### src/rtl/stopwatch_ctrl_fsm_pkg.sv
// Shared stopwatch definitions: FSM state encodings, debounce defaults and
// the event-driven next-state rule used by the run/pause sequencer.
package stopwatch_ctrl_fsm_pkg;

  localparam logic [1:0] ST_IDLE   = 2'b00;
  localparam logic [1:0] ST_RUN    = 2'b01;
  localparam logic [1:0] ST_PAUSED = 2'b10;
  localparam logic [1:0] ST_DONE   = 2'b11;

  localparam int DB_CYCLES_DEFAULT = 1_000_000;
  localparam int DB_W_DEFAULT      = 20;

  // Transition taken when no clear event is present; time_out outranks pause,
  // pause outranks start, and losing events are simply dropped.
  function automatic logic [1:0] fsm_next(input logic [1:0] cur,
                                          input logic       start_ev,
                                          input logic       pause_ev,
                                          input logic       time_out);
    case (cur)
      ST_IDLE:   return start_ev ? ST_RUN : ST_IDLE;
      ST_RUN: begin
        if (time_out)      return ST_DONE;
        else if (pause_ev) return ST_PAUSED;
        else               return ST_RUN;
      end
      ST_PAUSED: return (start_ev || pause_ev) ? ST_RUN : ST_PAUSED;
      ST_DONE:   return ST_DONE;
      default:   return ST_IDLE;
    endcase
  endfunction

endpackage

### src/rtl/stopwatch_ctrl_fsm_btn_debounce.sv
// Button conditioner: 2-FF synchroniser, hold-time debounce, rising-edge press pulse.
// Latency: stable raw rise after edge 0 -> press high after edge DB_CYCLES+3.
// No backpressure: press is a one-clk strobe, consumer must sample it that cycle.
module btn_debounce
  import stopwatch_ctrl_fsm_pkg::*;
#(
  parameter int DB_CYCLES = DB_CYCLES_DEFAULT,
  parameter int DB_W      = DB_W_DEFAULT
) (
  input  logic clk,
  input  logic rst,
  input  logic btn_raw,
  output logic press
);

  localparam logic [DB_W-1:0] CNT_LAST = DB_W'(DB_CYCLES - 1);

  logic            sync_q1;
  logic            sync_q2;
  logic            db;
  logic            db_d;
  logic [DB_W-1:0] cnt;

  always_ff @(posedge clk) begin
    if (rst) begin
      sync_q1 <= 1'b0;
      sync_q2 <= 1'b0;
      db      <= 1'b0;
      db_d    <= 1'b0;
      cnt     <= '0;
      press   <= 1'b0;
    end else begin
      sync_q1 <= btn_raw;
      sync_q2 <= sync_q1;
      db_d    <= db;
      press   <= db & ~db_d;
      // Any return to the accepted level restarts the hold count.
      if (sync_q2 == db) begin
        cnt <= '0;
      end else if (cnt == CNT_LAST) begin
        db  <= sync_q2;
        cnt <= '0;
      end else begin
        cnt <= cnt + 1'b1;
      end
    end
  end

endmodule

### src/rtl/stopwatch_ctrl_fsm.sv
// Stopwatch run/pause/clear sequencer: debounced button events drive the IDLE/RUN/PAUSED/DONE FSM.
// Latency: state updates the clk after an event; clear strobe the clk after acceptance; count_en combinational.
// No backpressure: events and ticks are strobes, anything not acted on in its cycle is dropped.
module stopwatch_ctrl_fsm
  import stopwatch_ctrl_fsm_pkg::*;
#(
  parameter int DB_CYCLES = DB_CYCLES_DEFAULT,
  parameter int DB_W      = DB_W_DEFAULT
) (
  input  logic       clk,
  input  logic       rst,
  input  logic       btn_start,
  input  logic       btn_pause,
  input  logic       btn_clear,
  input  logic       tick_100hz,
  input  logic       time_out,
  output logic       count_en,
  output logic       clear,
  output logic       running,
  output logic [1:0] state
);

  logic       start_ev;
  logic       pause_ev;
  logic       clear_ev;
  logic [1:0] state_nxt;

  btn_debounce #(.DB_CYCLES(DB_CYCLES), .DB_W(DB_W)) u_db_start (
    .clk     (clk),
    .rst     (rst),
    .btn_raw (btn_start),
    .press   (start_ev)
  );

  btn_debounce #(.DB_CYCLES(DB_CYCLES), .DB_W(DB_W)) u_db_pause (
    .clk     (clk),
    .rst     (rst),
    .btn_raw (btn_pause),
    .press   (pause_ev)
  );

  btn_debounce #(.DB_CYCLES(DB_CYCLES), .DB_W(DB_W)) u_db_clear (
    .clk     (clk),
    .rst     (rst),
    .btn_raw (btn_clear),
    .press   (clear_ev)
  );

  always_comb begin
    state_nxt = fsm_next(state, start_ev, pause_ev, time_out);
    if (clear_ev) state_nxt = ST_IDLE;
  end

  always_ff @(posedge clk) begin
    if (rst) begin
      state <= ST_IDLE;
      clear <= 1'b0;
    end else begin
      state <= state_nxt;
      clear <= clear_ev;
    end
  end

  // Qualified from registered state so a tick coinciding with RUN->PAUSED still counts.
  assign count_en = tick_100hz & (state == ST_RUN) & ~time_out;
  assign running  = (state == ST_RUN);

endmodule

### config.mk
export PLATFORM = sky130hd
export DESIGN_NAME = stopwatch_ctrl_fsm
export DESIGN_NICKNAME = d
export VERILOG_FILES = /design/src/rtl/stopwatch_ctrl_fsm_pkg.sv /design/src/rtl/stopwatch_ctrl_fsm_btn_debounce.sv /design/src/rtl/stopwatch_ctrl_fsm.sv
export SDC_FILE = /design/constraint.sdc
export NUM_CORES = 1
export LEC_CHECK = 0
export ABC_AREA = 1
export CAP_MARGIN = 20
export CELL_PAD_IN_SITES_DETAIL_PLACEMENT = 1
export CELL_PAD_IN_SITES_GLOBAL_PLACEMENT = 2
export CORE_MARGIN = 2
export CORE_UTILIZATION = 39
export DETAILED_ROUTE_END_ITERATION = 7
export DONT_BUFFER_PORTS = 1
export PLACE_DENSITY_LB_ADDON = 0.1
export SLEW_MARGIN = 10
export SYNTH_ARGS = -nofsm -noshare
export SYNTH_HDL_FRONTEND = slang
export SYNTH_SLANG_ARGS = --single-unit
export TNS_END_PERCENT = 20
### constraint.sdc
create_clock -name clk -period 2.85 [get_ports clk]
set_input_delay 0.285 -clock clk [delete_from_list [all_inputs] [get_ports clk]]
set_output_delay 0.285 -clock clk [all_outputs]
set_load 0.02 [all_outputs]
==> results of run 1 <==
-- synthesized netlist by cell type, drive strengths merged, types with 5 or more instances --
library cell / count
nor2: 135
nand3: 38
inv: 59
xor2: 15
or2: 8
o21ai: 9
nand2: 132
xnor2: 10
nor3: 5
nand4: 8
dfxtp: 78
a21oi: 25
-- cell families (layout without fill, tap and decap cells) --
family	count (synthesis)	in the layout	synth area share
DFF	78	78	0.415
adders and majority gates	3	3	0.00997
and+or+nand+nor	329	329	0.387
buffers and inverters	64	78	0.0721
xor gates and xnor gates	25	25	0.0582
AOI/OAI and AO/OA	38	38	0.0575
-- report_power, final --
group          internal (W)  total [W]  switching [W]
registers           0.00109    0.00110     0.00000297
clock network      0.000460   0.000908       0.000448
logic            0.00000833  0.0000261      0.0000178
total               0.00156    0.00203       0.000468
-- registers in the layout, summed over array words and instances, names as in the netlist --
signal and count:
u_db_clear.db_d 1, u_db_clear.sync_q2 1, u_db_clear.sync_q1 1, u_db_clear.cnt 20, u_db_start.sync_q2 1, u_db_pause.press 1, state 2, u_db_pause.db_d 1
u_db_pause.sync_q1 1, u_db_start.press 1, u_db_clear.db 1, u_db_start.db_d 1, u_db_pause.db 1, u_db_pause.cnt 20, u_db_pause.sync_q2 1, u_db_start.sync_q1 1
clear 1, u_db_clear.press 1, u_db_start.db 1, u_db_start.cnt 20
-- worst max-delay path: cells and delay by family, from the launching register on --
family	cells	cell delay (ps)
buffers and inverters	1	190
DFF	1	500
and+or+nand+nor	3	520
-- final cells by class --
| cell class | instances | share of cell area |
|---|---|---|
| flip-flops and latches | 78 | 0.379 |
| repair buffers | 3 | 0.00729 |
| clock buffers | 11 | 0.0367 |
| inverters | 59 | 0.0538 |
| multi-input cells | 395 | 0.469 |
| well taps | 129 | 0.0392 |
| clock inverters | 5 | 0.0155 |
-- per-layer routing --
layer | part of all wire | wire length, um | vias to the layer above | GRT usage
li1 | - | - | 1691 | -
met1 | 0.49 | 4240 | 1501 | 0.242
met2 | 0.47 | 4090 | 15 | 0.311
met3 | 0.017 | 150 | 12 | 0.0349
met4 | 0.018 | 158 | 0 | 0.0769
met5 | 0 | 0 | - | 0
-- placed cells by master, fill, tap and decap left out --
cell type	synthesis	routed
a211oi_1	1	1
a21oi_1	24	24
a21oi_2	1	1
a311oi_1	1	1
and2_1	1	1
bufinv_16	0	1
clkbuf_8	0	11
clkinv_4	0	1
clkinvlp_4	0	1
dfxtp_1	78	78
dlygate4sd3_1	0	3
ha_1	3	3
inv_1	57	57
inv_2	2	2
inv_6	0	2
nand2_1	130	130
nand2_2	1	1
nand2_4	1	1
nand3_1	31	31
nand3_2	6	6
nand3_4	1	1
nand3b_1	2	2
nand4_1	7	7
nand4_2	1	1
nor2_1	117	117
nor2_2	15	15
nor2_4	3	3
nor3_1	5	5
o21ai_0	8	8
o21ai_4	1	1
o21bai_1	2	2
or2_0	6	6
or2_2	2	2
xnor2_1	10	10
xor2_1	15	15
-- worst min path at each step --
| stage | start | endpoint | slack, ps | depth (start not counted) |
|---|---|---|---|---|
| after floorplan | rst | u_db_start.press$_SDFF_PP0_ | 360 | 1 |
| after CTS | btn_clear | u_db_clear.sync_q1$_SDFF_PP0_ | 5 | 2 |
| final | btn_clear | u_db_clear.sync_q1$_SDFF_PP0_ | 20 | 2 |
| after global routing | btn_clear | u_db_clear.sync_q1$_SDFF_PP0_ | 10 | 2 |
| after detailed placement | rst | u_db_pause.sync_q1$_SDFF_PP0_ | 360 | 1 |
| after global placement | rst | u_db_pause.sync_q1$_SDFF_PP0_ | 360 | 1 |
-- stage by stage --
| step | std cells | util | power [W] | instance area (sq um) |
|---|---|---|---|---|
| floorplan | 537 | - | 0.00114 | 3760 |
| global placement | 661 | 0.417 | 0.00114 | 3870 |
| detailed placement | 661 | 0.417 | 0.00114 | 3870 |
| CTS | 679 | 0.443 | 0.00206 | 4110 |
| global route | 680 | 0.444 | 0.00211 | 4120 |
| finish | 680 | 0.444 | 0.00203 | 4120 |
==> results.json, run 1 <==
{
  "critPathLaunchType": "flip-flop",
  "worstHoldPathType": "in -> reg",
  "netlist_instances": 537,
  "crit_chain": "nand2_1 -> inv_1 -> nand2_1 -> nor2_1",
  "critPathLaunch": "state[0]$_SDFF_PP0_",
  "postSynthAreaPerCell_sq_um": 7.01,
  "grt_max_degree": 21,
  "maxCapViolations": 0,
  "ys_seq_area_frac": 0.415,
  "nNetsFinal": 556,
  "dp_hpwl_mm": 6.39,
  "relSlewSlack": 0.550,
  "ff_latch_area_sq_um": 1560,
  "drc": 0,
  "start_util": 0.405,
  "diodes": 0,
  "reg2reg_depth": 8,
  "endpoint": "count_en",
  "synthArstFlopShare": 0,
  "vias_per_cell": 4.73,
  "powerDensity_nw_per_um2": 493,
  "dieArea_sq_um": 10500,
  "drt_pass1_iterations": 4,
  "clock_sinks": 78,
  "core-area_sq_um": 9280,
  "fin_ws_ps": 1000,
  "area_growth_pct": 9.47,
  "finClkSkew_ps": 13.1,
  "cp.required_ps": 2570,
  "die_h_um": 102,
  "setup_viol": 0,
  "drive_above_1_share": 0.0907,
  "io_pins": 12,
  "max_stage_delay_ps": 500,
  "r2r_slack_ps": 1030,
  "grt_antenna_before_repair": 0,
  "clk_path_buf_depth": 2,
  "peakVddDrop_mv": 0.203,
  "synth_ff_type": "dfxtp_1",
  "grt_pass1_vias": 3302,
  "ys_ff_latch": 78,
  "grt_first_pass_wirelength_mm": 15.4,
  "wl_mm": 8.65,
  "numCtsBuffers": 9,
  "cts_root_buffer": "clkbuf_8",
  "synth.distinct_cells": 33,
  "clk-insertion-delay-late_ps": 370,
  "synth_top_area_frac": 0.415,
  "crit_top_cell": "nand2_1",
  "status": "complete, no violations",
  "htree_levels": 3,
  "rsz0062_at_grt": "false",
  "worst-path-max-fanout": 3,
  "period_share": 0.649,
  "synthesis.nets": 547,
  "cts_resized": 0,
  "synthTopCellsByArea": "dfxtp_1 41%, nand2_1 13%, nor2_1 12%",
  "timing.setup.tns_ps": 0,
  "final.min_clock_period_ps": 1850,
  "rows": 35,
  "r2r_start": "u_db_clear.cnt[0]$_SDFF_PP0_",
  "groute.usage.overall": 0.188,
  "drt-initial-drc-count": 78,
  "arrival_ps": 1570,
  "syn_area_sq_um": 3760,
  "fmax_ghz": 0.540,
  "yosys_warnings": 0,
  "dr_total_vias": 3219,
  "wire_per_inst_um": 12.7,
  "dp_slack_ps": 978,
  "fill_cells": 1247,
  "slowest_stage": "dfxtp_1",
  "cts_setup_buffers": 0,
  "grt_overflow_total": 0,
  "io_buffers": 0,
  "hold_slack_ps": 20.3,
  "multi_input_area_sq_um": 1930,
  "clk_pin_slew_ps": 90,
  "yosys.area.top_type": "dfxtp_1",
  "hold_buffers": 2,
  "synth_edf_count": 0,
  "worstSetupPathType": "reg -> out",
  "tightest_slew_ps": 674,
  "postRouteAntennaNets": 0,
  "r2r-end": "u_db_clear.cnt[18]$_SDFF_PP0_",
  "p_leak_nw": 1.27,
  "gp_congestion": 0.791,
  "cts_tree": "yes",
  "hold_viol": 0,
  "slew_viol_final": 0,
  "die_w_um": 102,
  "worstSetupEndpointType": "primary output"
}
(Power assumes the default switching activity.)
==> run 2: changes to the inputs <==
- CORE_UTILIZATION: 39 -> 36
- clock period: 2.85 -> 1.9 ns (I/O delays scaled with it)
==> run 2 against run 1 <==
Compared with the run above: non-clock buffer count up 3; combinational power rose by 70%; hold slack gained 7.1 ps; clock power is 40% higher; sequential power rose by 50%; die area grew 8.0%; worst setup slack got worse by 790 ps; core utilization decreased by 3.8 points; total power grew 46%; first-iteration DRC count fell by 33%; via count grew 0.68%; largest cell class unchanged.
==> results.json, run 2 (same netlist as run 1, synthesis figures left out) <==
{
  "mostFrequentLayoutCells": "130 x nand2_1, 117 x nor2_1, 78 x dfxtp_1",
  "drive_above_1_share": 0.0939,
  "top_regs": "u_db_clear.cnt (20), u_db_pause.cnt (20), u_db_start.cnt (20)",
  "final.min_clock_period_ps": 1690,
  "critPathTopFamily": "simple AND/OR/NAND/NOR gates",
  "area_growth_pct": 10.2,
  "maxCapViolations": 0,
  "rsz0062_at_grt": "false",
  "stdcell_area_sq_um": 4150,
  "wire_per_inst_um": 12.6,
  "slew_viol_final": 0,
  "postRouteAntennaNets": 0,
  "rows": 37,
  "period_share": 0.891,
  "clock_sinks": 78,
  "grt_first_pass_wirelength_mm": 15.7,
  "finClkSkew_ps": 7.27,
  "htree_levels": 3,
  "worst-path-max-fanout": 3,
  "place_area_sq_um": 3910,
  "start_util": 0.368,
  "cts_tree": "yes",
  "gp_congestion": 0.789,
  "relSlewSlack": 0.701,
  "path_buf_inv": 1,
  "vias_per_cell": 4.70,
  "drt_pass1_iterations": 4,
  "timing.setup.tns_ps": 0,
  "die_w_um": 106,
  "numCtsBuffers": 9,
  "hold_viol": 0,
  "die_h_um": 106,
  "clk-insertion-delay-late_ps": 350,
  "dp.cells": 670,
  "fill_cells": 1328,
  "core-area_sq_um": 10200,
  "fmax_ghz": 0.591,
  "status": "complete, no violations",
  "dieArea_sq_um": 11300,
  "critPathLaunchType": "flip-flop",
  "crit_top_cell": "nand2_1",
  "grt_overflow_total": 0,
  "grt_antenna_before_repair": 0,
  "clk_path_buf_depth": 2,
  "groute.usage.overall": 0.172,
  "powerDensity_nw_per_um2": 712,
  "tightest_slew_ps": 446,
  "dr_total_vias": 3241,
  "io_pins": 12,
  "grt_max_degree": 21,
  "cts_resized": 0,
  "p_leak_nw": 1.28,
  "worstSetupEndpointType": "primary output",
  "wl_mm": 8.68,
  "diodes": 0,
  "worstHoldPathType": "in -> reg",
  "drc": 0,
  "nNetsFinal": 559,
  "fin_cells": 690,
  "slowest_stage": "dfxtp_1",
  "setup_viol": 0,
  "cts_root_buffer": "clkbuf_8",
  "io_buffers": 0,
  "final_common_cell": "nand2_1",
  "arrival_ps": 1500,
  "drt-initial-drc-count": 52,
  "peakVddDrop_mv": 0.308,
  "grt_pass1_vias": 3459,
  "crit_chain": "nand2_1 -> inv_1 -> nand2_1 -> nor2_1",
  "cp.required_ps": 1710,
  "max_stage_delay_ps": 480,
  "clk_pin_slew_ps": 90,
  "worstSetupPathType": "reg -> out",
  "dp_hpwl_mm": 6.61
}
==> run 2: cell count changes in the layout (fill, tap and decap cells not counted) <==
cell	change
buf_12	+1
buf_4	+1
clkbuf_8	-2
clkinv_2	+2
clkinv_4	+1
dlygate4sd3_1	+1
inv_6	-1
==> run 2: cell type report <==
| cell class | instances | area [sq um] | area share |
|---|---|---|---|
| sequential | 78 | 1560 | 0.376 |
| tap | 136 | 170 | 0.0410 |
| timing repair buffer | 6 | 67.6 | 0.0163 |
| inverter | 59 | 221 | 0.0534 |
| clock inverter | 7 | 73.8 | 0.0178 |
| clock buffer | 9 | 124 | 0.0299 |
| multi-input combinational | 395 | 1930 | 0.465 |
==> run 2: what timing repair did <==
| action | 4_1_cts | 5_1_grt |
|---|---|---|
| hold buffers | 4 | 0 |
| hold endpoints to repair | 13 | 0 |
| buffers inserted | 0 | 0 |
==> run 2: power breakdown <==
group,total (W),leakage (nW),internal [W],switching [W]
sequential,0.00165,0.629,0.00164,0.00000488
combinational,0.0000444,0.555,0.0000165,0.0000279
clock,0.00127,0.0996,0.000611,0.000654
total,0.00296,1.28,0.00227,0.000687
==> run 2: metal layers <==
metal  vias up  track usage  routed length, um
met2        26        0.284               4030
met4         0       0.0508                106
met1      1515        0.226               4290
li1       1692            -                  -
met5         -            0                  0
met3         8       0.0349                249
==> run 2: path summary, 6_finish.rpt <==
kind	startpoint	end	slack [ps]	depth (start not counted)
max	state[0]$_SDFF_PP0_	count_en	210	4
min	rst	u_db_start.db$_SDFFE_PP0P_	30	3
max reg2reg	u_db_start.cnt[0]$_SDFF_PP0_	u_db_start.cnt[7]$_SDFF_PP0_	330	7
min reg2reg	u_db_clear.db_d$_SDFF_PP0_	u_db_clear.press$_SDFF_PP0_	400	1
==> run 2: worst register-to-register path: cells and delay by family (launching register included) <==
| family | cells | cell delay, ps |
|---|---|---|
| compound gates | 2 | 320 |
| buf+inv | 1 | 190 |
| flops | 1 | 380 |
| simple gates | 3 | 350 |
| fa+ha+maj | 1 | 220 |
==> run 2: per-stage QoR <==
stage / power, W / utilization / setup WS, ps / hold slack (ps)
2_1_floorplan: 0.00171 / - / 506 / 268
3_3_place_gp: 0.00172 / 0.382 / 322 / 264
3_5_place_dp: 0.00172 / 0.382 / 305 / 266
4_1_cts: 0.00301 / 0.406 / 169 / 8.65
5_1_grt: 0.00309 / 0.406 / 64.8 / 15.7
6_report: 0.00296 / 0.406 / 208 / 27.3
==> run 3: changes to the inputs <==
- GPL_TIMING_DRIVEN: unset -> 0
- PLACE_DENSITY: unset -> 0.86
- PLACE_DENSITY_LB_ADDON: 0.1 -> unset
==> run 3 against run 2 <==
Compared with the run above: die area stayed put; hold slack worse by 8.3 ps; critical path type is now reg -> reg; combinational power rose by 10%; total power rose by 11%; highest routed layer unchanged; clock power increased by 24%; core utilization grew 0.78 points; clock-buffer cell count increased by 2.
==> results.json, run 3 (same netlist as run 1, synthesis figures left out) <==
{
  "status": "complete, no violations",
  "worstSetupPathType": "reg -> reg",
  "start_util": 0.368,
  "io_pins": 12,
  "grt_first_pass_wirelength_mm": 15.4,
  "maxCapViolations": 0,
  "wl_met2_mm": 4.10,
  "cts_root_buffer": "clkbuf_8",
  "grt_antenna_before_repair": 0,
  "rsz0062_at_grt": "false",
  "postRouteAntennaNets": 0,
  "cts_tree": "yes",
  "slowest_stage": "dfxtp_1",
  "core-area_sq_um": 10200,
  "r2r-end": "u_db_start.cnt[14]$_SDFF_PP0_",
  "fill_cells": 1323,
  "critPathLaunchType": "flip-flop",
  "fin_ws_ps": 211,
  "cp.required_ps": 2160,
  "drive_above_1_share": 0.0969,
  "wl_met1_mm": 4.19,
  "io_buffers": 0,
  "cp.depth": 7,
  "relSlewSlack": 0.713,
  "period_share": 0.889,
  "top_regs": "u_db_clear.cnt (20), u_db_pause.cnt (20), u_db_start.cnt (20)",
  "timing.setup.tns_ps": 0,
  "clk_path_buf_depth": 2,
  "critPathLaunch": "u_db_start.cnt[0]$_SDFF_PP0_",
  "peakVddDrop_mv": 0.343,
  "path_buf_inv": 1,
  "grt_overflow_total": 0,
  "dp.cells": 673,
  "htree_levels": 3,
  "finClkSkew_ps": 10.8,
  "clock_sinks": 78,
  "worst-path-max-fanout": 10,
  "drt_pass1_iterations": 4,
  "clk-insertion-delay-late_ps": 350,
  "numCtsBuffers": 9,
  "arrival_ps": 1950,
  "nNetsFinal": 562,
  "fmax_ghz": 0.592,
  "multi_input_area_sq_um": 1930,
  "grt_pass1_vias": 3378,
  "wl_mm": 8.68,
  "worstSetupEndpointType": "flip-flop",
  "final.min_clock_period_ps": 1690,
  "crit_chain": "ha_1 -> nand3_2 -> nor2_2 -> nand3_2 -> o21ai_4 -> buf_12 -> nor2_2",
  "diodes": 0,
  "p_total_w": 0.00328,
  "groute.usage.overall": 0.170,
  "ff_latch_area_sq_um": 1560,
  "wl_met3_um": 214,
  "setup_viol": 0,
  "hold_viol": 0,
  "endpoint": "u_db_start.cnt[14]$_SDFF_PP0_",
  "worstHoldPathType": "in -> reg",
  "mostFrequentLayoutCells": "130 x nand2_1, 117 x nor2_1, 78 x dfxtp_1",
  "final_common_cell": "nand2_1",
  "clk_pin_slew_ps": 90,
  "routed.top_layer": "met4",
  "powerDensity_nw_per_um2": 775,
  "critPathTopFamily": "simple AND/OR/NAND/NOR gates",
  "r2r_start": "u_db_start.cnt[0]$_SDFF_PP0_",
  "fin_cells": 693,
  "max_stage_delay_ps": 380,
  "area_growth_pct": 12.4,
  "die_h_um": 106,
  "dp_slack_ps": 200,
  "p_leak_nw": 1.33,
  "rows": 37,
  "dr_total_vias": 3289,
  "reg2reg_depth": 7,
  "slew_viol_final": 0,
  "dp_hpwl_mm": 6.60,
  "vias_per_cell": 4.75,
  "die_w_um": 106,
  "drc": 0,
  "grt_max_degree": 14,
  "dieArea_sq_um": 11300,
  "wire_per_inst_um": 12.5,
  "r2r_slack_ps": 210,
  "drt-initial-drc-count": 125,
  "tightest_slew_ps": 431,
  "gp_congestion": 0.793
}
==> run 3: cell types whose count changed in the layout (fill, tap and decap cells not counted) <==
cell        previous run  this run
buf_4                  1         2
buf_6                  0         1
bufinv_16              1         3
clkbuf_1               0         1
clkbuf_8               9        11
clkinv_2               2         1
clkinv_4               2         0
clkinvlp_4             1         0
==> run 3: repair_timing <==
item | CTS | global route
buffers inserted | 0 | 0
hold endpoints to repair | 6 | 0
gates resized for setup | 0 | 0
endpoints found under the setup margin | 0 | 0
hold buffers | 4 | 0
==> run 3: worst min-delay path by stage <==
stage / slack (ps) / start / to / depth (start not counted)
3_3_place_gp: 270 / rst / u_db_pause.press$_SDFF_PP0_ / 1
3_5_place_dp: 270 / rst / u_db_start.press$_SDFF_PP0_ / 1
2_1_floorplan: 270 / rst / u_db_start.press$_SDFF_PP0_ / 1
5_1_grt: 20 / rst / u_db_start.db$_SDFFE_PP0P_ / 3
6_report: 20 / rst / u_db_start.db$_SDFFE_PP0P_ / 3
4_1_cts: 3 / rst / u_db_start.db$_SDFFE_PP0P_ / 3
==> run 3: routing by layer <==
metal,vias to the layer above,GRT usage
li1,1700,-
met5,-,0
met2,33,0.289
met4,0,0.0733
met3,12,0.0245
met1,1544,0.213
==> run 3: metrics by stage <==
step | hold slack (ps) | util | instance area (sq um)
5_1_grt | 16.2 | 0.413 | 4230
3_3_place_gp | 270 | 0.384 | 3930
3_5_place_dp | 273 | 0.384 | 3930
6_report | 19.1 | 0.413 | 4230
2_1_floorplan | 268 | - | 3760
4_1_cts | 2.87 | 0.413 | 4230
==> run 3: layout make-up <==
cell class | count | area share
Tap cell | 136 | 0.0402
Timing Repair Buffer | 4 | 0.00947
Buffer | 5 | 0.0118
Inverter | 59 | 0.0524
Clock inverter | 5 | 0.0246
Sequential cell | 78 | 0.369
Clock buffer | 11 | 0.0358
Multi-Input combinational cell | 395 | 0.457
==> run 3: worst reg2reg max path, delay by kind of cell, from the launching register on <==
family | cells | cell delay [ps]
DFF | 1 | 380
adders and majority gates | 1 | 230
buffers and inverters | 1 | 200
AOI/OAI and AO/OA | 1 | 330
and+or+nand+nor | 4 | 450
==> run 3: power by group <==
part,total (W),internal (W),switching [W]
combinational,0.0000490,0.0000187,0.0000303
sequential,0.00165,0.00164,0.00000448
clock,0.00158,0.000948,0.000637
